`config.mk`:
```
export PLATFORM = sky130hd
export DESIGN_NAME = fixed_div_seq
export DESIGN_NICKNAME = d
export VERILOG_FILES = /design/src/rtl/graphite_pkg.sv /design/src/rtl/fixed_div_step.sv /design/src/rtl/fixed_div_seq.sv
export SDC_FILE = /design/constraint.sdc
export NUM_CORES = 1
export LEC_CHECK = 0
export ABC_AREA = 1
export BUFFER_PORTS_ARGS = -buffer_cell sky130_fd_sc_hd__buf_2
export CORE_MARGIN = 3
export CORE_UTILIZATION = 55
export CTS_CLUSTER_SIZE = 14
export DETAILED_ROUTE_END_ITERATION = 8
export PLACE_DENSITY = 0.76
export SYNTH_ARGS = -nofsm -noshare
export SYNTH_HDL_FRONTEND = slang
export SYNTH_SLANG_ARGS = --single-unit
export TNS_END_PERCENT = 50
```
`constraint.sdc`:
```
create_clock -name clk -period 7.5 [get_ports clk]
set_clock_uncertainty 0.1 [all_clocks]
set_input_delay 0.75 -clock clk [delete_from_list [all_inputs] [get_ports clk]]
set_output_delay 0.75 -clock clk [all_outputs]
set_load 0.01 [all_outputs]
```
`src/rtl/graphite_pkg.sv`:
```
// Shared types, constants and helpers for the signed 16.16 fixed-point divider.
package graphite_pkg;

  localparam int FRAC_BITS = 16;

  typedef logic signed [31:0] fixed_t;

  typedef enum logic [1:0] {
    IDLE,
    CALC,
    DONE
  } state_t;

  localparam fixed_t FIXED_MAX = 32'sh7FFF_FFFF;
  localparam fixed_t FIXED_MIN = 32'sh8000_0000;

  // |0x80000000| comes out as 2^31 because the result is read as unsigned
  function automatic logic [31:0] magnitude(input fixed_t v);
    return v[31] ? 32'(-v) : 32'(v);
  endfunction

endpackage

```
`src/rtl/fixed_div_step.sv`:
```
// One restoring-division step: shift a dividend bit into the remainder, subtract the divisor if it fits.
// Purely combinational; relies on rem < divisor so the borrow bit alone decides the quotient bit.
module fixed_div_step #(
  parameter int W = 32
) (
  input  logic [W-1:0] rem,
  input  logic         din,
  input  logic [W-1:0] divisor,
  output logic [W-1:0] rem_next,
  output logic         q_bit
);

  logic [W:0] trial;
  logic [W:0] diff;

  assign trial    = {rem, din};
  assign diff     = trial - {1'b0, divisor};
  assign q_bit    = ~diff[W];
  assign rem_next = q_bit ? diff[W-1:0] : trial[W-1:0];

endmodule

```
`src/rtl/fixed_div_seq.sv`:
```
// Sequential signed 16.16 divider, one restoring step per cycle; FIXED_DIV_ROUND_EN adds a rounding step.
// Latency 49 cycles (50 rounded, 1 for b == 0); one op in flight, ready_o only in IDLE, result held until ready_i.
module fixed_div_seq
  import graphite_pkg::*;
(
  input  logic        clk,
  input  logic        reset_n_i,
  input  logic [31:0] a_i,
  input  logic [31:0] b_i,
  input  logic        valid_i,
  output logic        ready_o,
  output logic [31:0] z_o,
  output logic        valid_o,
  input  logic        ready_i,
  output logic        div_by_zero_o,
  output logic        overflow_o
);

`ifdef FIXED_DIV_ROUND_EN
  localparam int STEPS = 32 + FRAC_BITS + 1;
`else
  localparam int STEPS = 32 + FRAC_BITS;
`endif
  localparam int QW = 32 + FRAC_BITS + 1;

  state_t           state, state_nx;
  logic             accept, finish;
  logic [5:0]       cnt;
  logic [STEPS-1:0] work;
  logic [STEPS-1:0] quot;
  logic [31:0]      rem, rem_nx, dmag;
  logic             neg, q_bit;
  logic [QW-1:0]    qmag;
  fixed_t           z_q, z_sat;
  logic             dbz_q, ovf_q, ovf_sat;

  fixed_div_step #(.W(32)) u_step (
    .rem      (rem),
    .din      (work[STEPS-1]),
    .divisor  (dmag),
    .rem_next (rem_nx),
    .q_bit    (q_bit)
  );

  always_ff @(posedge clk or negedge reset_n_i) begin
    if (!reset_n_i) state <= IDLE;
    else            state <= state_nx;
  end

  always_comb begin
    state_nx = state;
    accept   = 1'b0;
    finish   = 1'b0;
    case (state)
      IDLE: if (valid_i) begin
        accept   = 1'b1;
        state_nx = (b_i == '0) ? DONE : CALC;
      end
      CALC: if (cnt == '0) begin
        finish   = 1'b1;
        state_nx = DONE;
      end
      DONE:    if (ready_i) state_nx = IDLE;
      default: state_nx = IDLE;
    endcase
  end

  // work doubles as dividend and quotient: dividend bits leave at the top, quotient bits enter at the bottom
  assign quot = {work[STEPS-2:0], q_bit};

`ifdef FIXED_DIV_ROUND_EN
  // quot carries one extra fraction bit; (quot + 1) >> 1 rounds half away from zero on the magnitude
  assign qmag = {1'b0, quot[STEPS-1:1]} + QW'(quot[0]);
`else
  assign qmag = {1'b0, quot};
`endif

  always_comb begin
    z_sat   = '0;
    ovf_sat = 1'b0;
    if (neg) begin
      if (qmag > QW'(32'h8000_0000)) begin
        z_sat   = FIXED_MIN;
        ovf_sat = 1'b1;
      end else begin
        z_sat = -fixed_t'(qmag[31:0]);
      end
    end else if (qmag > QW'(32'h7FFF_FFFF)) begin
      z_sat   = FIXED_MAX;
      ovf_sat = 1'b1;
    end else begin
      z_sat = fixed_t'(qmag[31:0]);
    end
  end

  always_ff @(posedge clk or negedge reset_n_i) begin
    if (!reset_n_i) begin
      cnt   <= '0;
      work  <= '0;
      rem   <= '0;
      dmag  <= '0;
      neg   <= 1'b0;
      z_q   <= '0;
      dbz_q <= 1'b0;
      ovf_q <= 1'b0;
    end else if (accept) begin
      cnt  <= 6'(STEPS - 1);
      work <= {magnitude(a_i), {(STEPS-32){1'b0}}};
      rem  <= '0;
      dmag <= magnitude(b_i);
      neg  <= a_i[31] ^ b_i[31];
      if (b_i == '0) begin
        z_q   <= a_i[31] ? FIXED_MIN : FIXED_MAX;
        dbz_q <= 1'b1;
        ovf_q <= 1'b0;
      end
    end else if (state == CALC) begin
      work <= quot;
      rem  <= rem_nx;
      if (finish) begin
        z_q   <= z_sat;
        dbz_q <= 1'b0;
        ovf_q <= ovf_sat;
      end else begin
        cnt <= cnt - 6'd1;
      end
    end
  end

  assign ready_o       = (state == IDLE);
  assign valid_o       = (state == DONE);
  assign z_o           = z_q;
  assign div_by_zero_o = dbz_q;
  assign overflow_o    = ovf_q;

endmodule

```
After elaboration in Yosys (flattened, before gate mapping) --
Cells that the tools add are included.
Word-level totals: register bits after elaboration 155, input bits 68, output and inout port bits 36, word-level logic and storage cells 71
Operators by class: add/subtract/negate cells 5, $lt $le $gt $ge 2, equal/unequal tests 7, mux-type cells 38, bitwise logic cells 2, reductions and logical operators 8
Operator list (number):
- $mux 32 | 13
- $mux 48 | 2
- $neg 32->32 | 3
- $gt 48x31->1 const B | 1
- $gt 48x32->1 const B | 1
- $sub 33x32->33 | 1
- $logic_not 32->1 | 1
- $mux 6 | 3
- $mux 1 | 15
- $mux 2 | 4
- $logic_not 6->1 | 1
- $ne 2x2->1 const B | 3
- $pmux 2 s3 | 1
- $reduce_and 3->1 | 2
- $sub 6x1->6 const B | 1
- $ne 2x1->1 const B | 2
- $reduce_bool 2->1 | 2
- $eq 2x1->1 const B | 1
- $eq 2x2->1 const B | 1
- $logic_not 2->1 | 1
- $reduce_and 2->1 | 1
- $not 1->1 | 1
- $xor 1x1->1 | 1

Longest topological paths before layout --
word-level depth 8, depth in mapped cells 31, mapped depth without buffers 29

Cells and area by module --
A second synthesis with hierarchy kept.
Unflattened totals: cell total of the unflattened synthesis 2025, area, all modules 12747.2 sq um
By module, submodules not included:
- fixed_div_seq | times used 1, cells an instance 1342, area an instance 9584.2 sq um, seq. area each 3878.7 sq um
- fixed_div_step | times used 1, cells an instance 683, area an instance 3163.0 sq um, seq. area each 0.0 sq um

Worst setup path before layout --
No wires, ideal clock.
path type register to register, from register dmag[0], to register z_q[26] (netlist: z_o[26]), library setup time 0.116 ns, arrival 3.458 ns, data required time 7.284 ns, path slack 3.826 ns, stages on the path, launching flop included 31, path buffers 2, period minus slack after synthesis 3.674 ns, path through dfrtp_1 -> ha_1 -> fa_1 -> inv_1 -> nand2_1 -> nand2_1 -> nand3_1 -> nand2_2 -> nand2_1 -> nand2_2 -> nand2_2 -> nand2_1 -> nand2_2 -> nand2_4 -> buf_6 -> buf_2 -> ha_1 -> inv_1 -> nor2_1 -> nand2_1 -> nor2_1 -> nand2_1 -> nor2_1 -> nand3_1 -> nor2_1 -> inv_1 -> nor2_1 -> xor2_1 -> o21ai_2 -> nand2_1 -> nand2_1
Between the ends: word-level cells in the longest chain between the ends 8, elaborated cells between the ends (all ways) 11, classes of those cells add/sub: 2; order compare: 2; mux: 6; bitwise: 1
Ends and longest elaborated chain:
- from (decl) | line fixed_div_seq.sv:31 | logic [31:0] rem, rem_nx, dmag;
- from (signal assigned) | line fixed_div_seq.sv:110 | dmag <= magnitude(b_i);
- $sub 33x32->33 * | line fixed_div_step.sv:17 | assign diff = trial - {1'b0, divisor};
- $not 1->1 * | line fixed_div_step.sv:18 | assign q_bit = ~diff[W];
- $gt 48x31->1 (tied with other cells) | line fixed_div_seq.sv:88 | end else if (qmag > QW'(32'h7FFF_FFFF)) begin
- $mux 32, on equally long branches | line fixed_div_seq.sv:88, fixed_div_seq.sv:82
- $mux 32 * | line fixed_div_seq.sv:81 | if (neg) begin
- $mux 32 * | line fixed_div_seq.sv:120 | if (finish) begin
- $mux 32 * | line fixed_div_seq.sv:117 | end else if (state == CALC) begin
- $mux 32 * | line fixed_div_seq.sv:106 | end else if (accept) begin
- to (signal assigned) | line fixed_div_seq.sv:113 | z_q <= a_i[31] ? FIXED_MIN : FIXED_MAX;
- to (signal assigned) | line fixed_div_seq.sv:121 | z_q <= z_sat;
- to (decl) | line fixed_div_seq.sv:34 | fixed_t z_q, z_sat;
Every way passes the cells marked *; elsewhere a longest branch is shown, timed or not. The select of a mux whose other input is x is not followed. A chain may end at the register's enable or synchronous reset.

Final worst setup path --
from register dmag[0], to register z_q[30] (netlist: z_o[30])
The elaborated chain is that of the path after synthesis.

==> results.md <==
- Number of synthesized flops with an enable pin: 0
- Commonest cells in the netlist: nand2_1, inv_1, o21ai_0
- WP data required: 7.78 ns
- H-tree levels: 4
- I/O pins: 104
- Pre-antenna DRT Iters: 5
- Post-synthesis cell count: 1578
- CTS Buf Count: 17
- Clk sink count: 155
- IO Port Bufs: 103
- Die width: 148 µm
- Synth Net Count: 1684
- Max Cap Viol: 0
- Final setup vio count: 0
- Setup WS pre-CTS: 3.29 ns
- GRT Overall Usage: 27.4%
- Final Power: 6.03 mW
- Async SR Flop Fraction: 100%
- Worst slew pin tran: 1.10 ns
- Global-route wire length before repair: 49.2 mm
- Slew Limit Headroom: 26.7%
- Worst VDD drop: 0.378 mV
- Register area share after synthesis: 35.1%
- Pins Over Slew Limit: 0
- Wire per inst: 15.4 µm
- Total core area: 0.0196 mm²
- Hold Fails Final Rpt: 0
- ANT nets after route: 0
- CTS Hold Bufs: 0
- Root buf cell: clkbuf_16
- Cell area after synthesis: 0.0111 mm²
- Fin nets: 1754
- Ant diodes: 0
- Post-CTS Resized: 0
- Crit path top cell by count: nand2_1
- Worst skew pair latency: 0.43 ns
- Maximum buffer depth of the clock tree: 2
- Residual DRC: 0
- Synth warnings: 0
- Layout cells sized above 1: 11.3%
- CP endpoint kind: register
- Unrepaired setup endpoints after global routing: false
- Power per Cell Area: 493 mW/mm²
- Achievable Freq: 0.233 GHz
- CTS tree: built
- LEAKAGE: 5.89 nW
- Pin count of the biggest net entering global routing: 93
- Top-area cell type share of the netlist area: 35.1%
- DRT iter0 DRCs: 906
- Main synth FF type: dfrtp_1
- Status: finished, final reports clean
- Post-synth cell types: 54
- Setup TNS Final: 0 ns
- Vias in the first global route: 9987
- Clock-pin slew of the registers on the worst-case setup and hold paths: 0.07 ns
- Main area contributors after synthesis: dfrtp_1, nand2_1, o21ai_0
- Met3 wire length: 1.56 mm
- Min-Delay Path Class: primary input to asynchronous set/reset pin
- Final worst path period share: 57.2%
- Worst Path Class, Setup: register to register
- Cell taking the most area after synthesis: dfrtp_1
- CP startpoint kind: register
- Die Area: 0.0218 mm²
- M1 wire length: 14.1 mm
- Congestion Overflow GR: 0
- CP max stage cell: fa_1
- Syn_area_per_cell: 7.01 µm²
- R2R depth: 28
- P&R area growth vs syn: 10.7%
- Detailed placement HPWL: 21.4 mm
- WL final: 29.6 mm
- Number of synthesized register bits: 155
- Worst setup margin: 3.21 ns
- Top sig layer: met4
- Most common cell in the netlist: nand2_1
- Largest stage delay, worst path: 0.41 ns
- Arr. time, crit path: 4.56 ns
- Post-CTS setup buffer count: 0
- WL met2: 13.3 mm
- Initial antenna violation count: 0
- Initial core utilization: 56.5%
- Routability Congestion: 0.960
- Crit path time final: 4.29 ns
- Vias per cell: 5.56
- Rows: 51
- Crit path max fanout: 42
- Chip Height: 148 µm
- Vias: 10701
final timing paths:
kind,slack [ns],from,end
min,0.30,reset_n_i,dmag[29]
min in group clk,0.38,z_o[29],z_o[29]
max reg2reg,3.21,dmag[0],z_o[30]
max,3.21,dmag[0],z_o[30]
max in group asynchronous,5.66,reset_n_i,work[36]
min reg2reg,0.38,z_o[29],z_o[29]
cell type report:
class                           count  area (µm²)
Fill cell                        1821        7350
Multi-Input combinational cell   1176        6210
Sequential cell                   155        3880
Inverter                          188         706
Timing Repair Buffer              110         574
Clock buffer                       17         425
Tap cell                          265         332
Clock inverter                     15         115
registers in the layout (all words and copies together), names as in the netlist:
name and count:
overflow_o 1, state 2, rem 32, dmag 32, div_by_zero_o 1, z_o 32
cnt 6, neg 1, work 48
logic make-up after synthesis:
| group | synth area share [%] |
|---|---|
| adder cells (fa/ha/maj) | 4.37 |
| buffers and inverters | 8.79 |
| AND/OR/NAND/NOR | 26.4 |
| XOR/XNOR | 5.94 |
| AO/OA/AOI/OAI | 19.4 |
| flip-flops | 35.1 |
cell usage in the layout (no fill, tap or decap), drive strengths merged, types with 26 or more instances in the layout:
cell type	count
o31ai	30
buf	110
xor2	60
nor2	164
nand3	59
ha	37
o21ai	198
o22ai	26
nand2	409
dfrtp	155
inv	193
a21oi	71
stage by stage:
stage          hold WS (ns)  cell area [µm²]  utilization (%)  cells
6_report              0.302            12200             62.5   1926
5_1_grt               0.378            12200             62.5   1926
4_1_cts               0.338            12200             62.5   1926
3_5_place_dp          0.361            11700             59.7   1894
3_3_place_gp          0.357            11700             59.7   1894
2_1_floorplan         0.349            11100                -   1578
report_power, final:
group / total [mW] / switching [mW] / internal [mW]
registers: 1.51 / 0.275 / 1.24
clock network: 0.807 / 0.378 / 0.429
logic: 3.71 / 2.43 / 1.28
worst max-delay path, delay by kind of cell (launching register included):
kind,cells,cell delay [ns]
and+or+nand+nor,19,2.21
adders and majority gates,3,0.91
AOI/OAI and AO/OA,3,0.41
DFF,1,0.39
buffers and inverters,3,0.19
routing by layer:
metal	vias to the layer above	GRT usage (%)
met5	-	0
li1	5352	-
met1	4982	39.9
met4	0	8.18
met3	46	3.62
met2	321	42.9
Note: power is estimated with default switching activity, not from simulation.
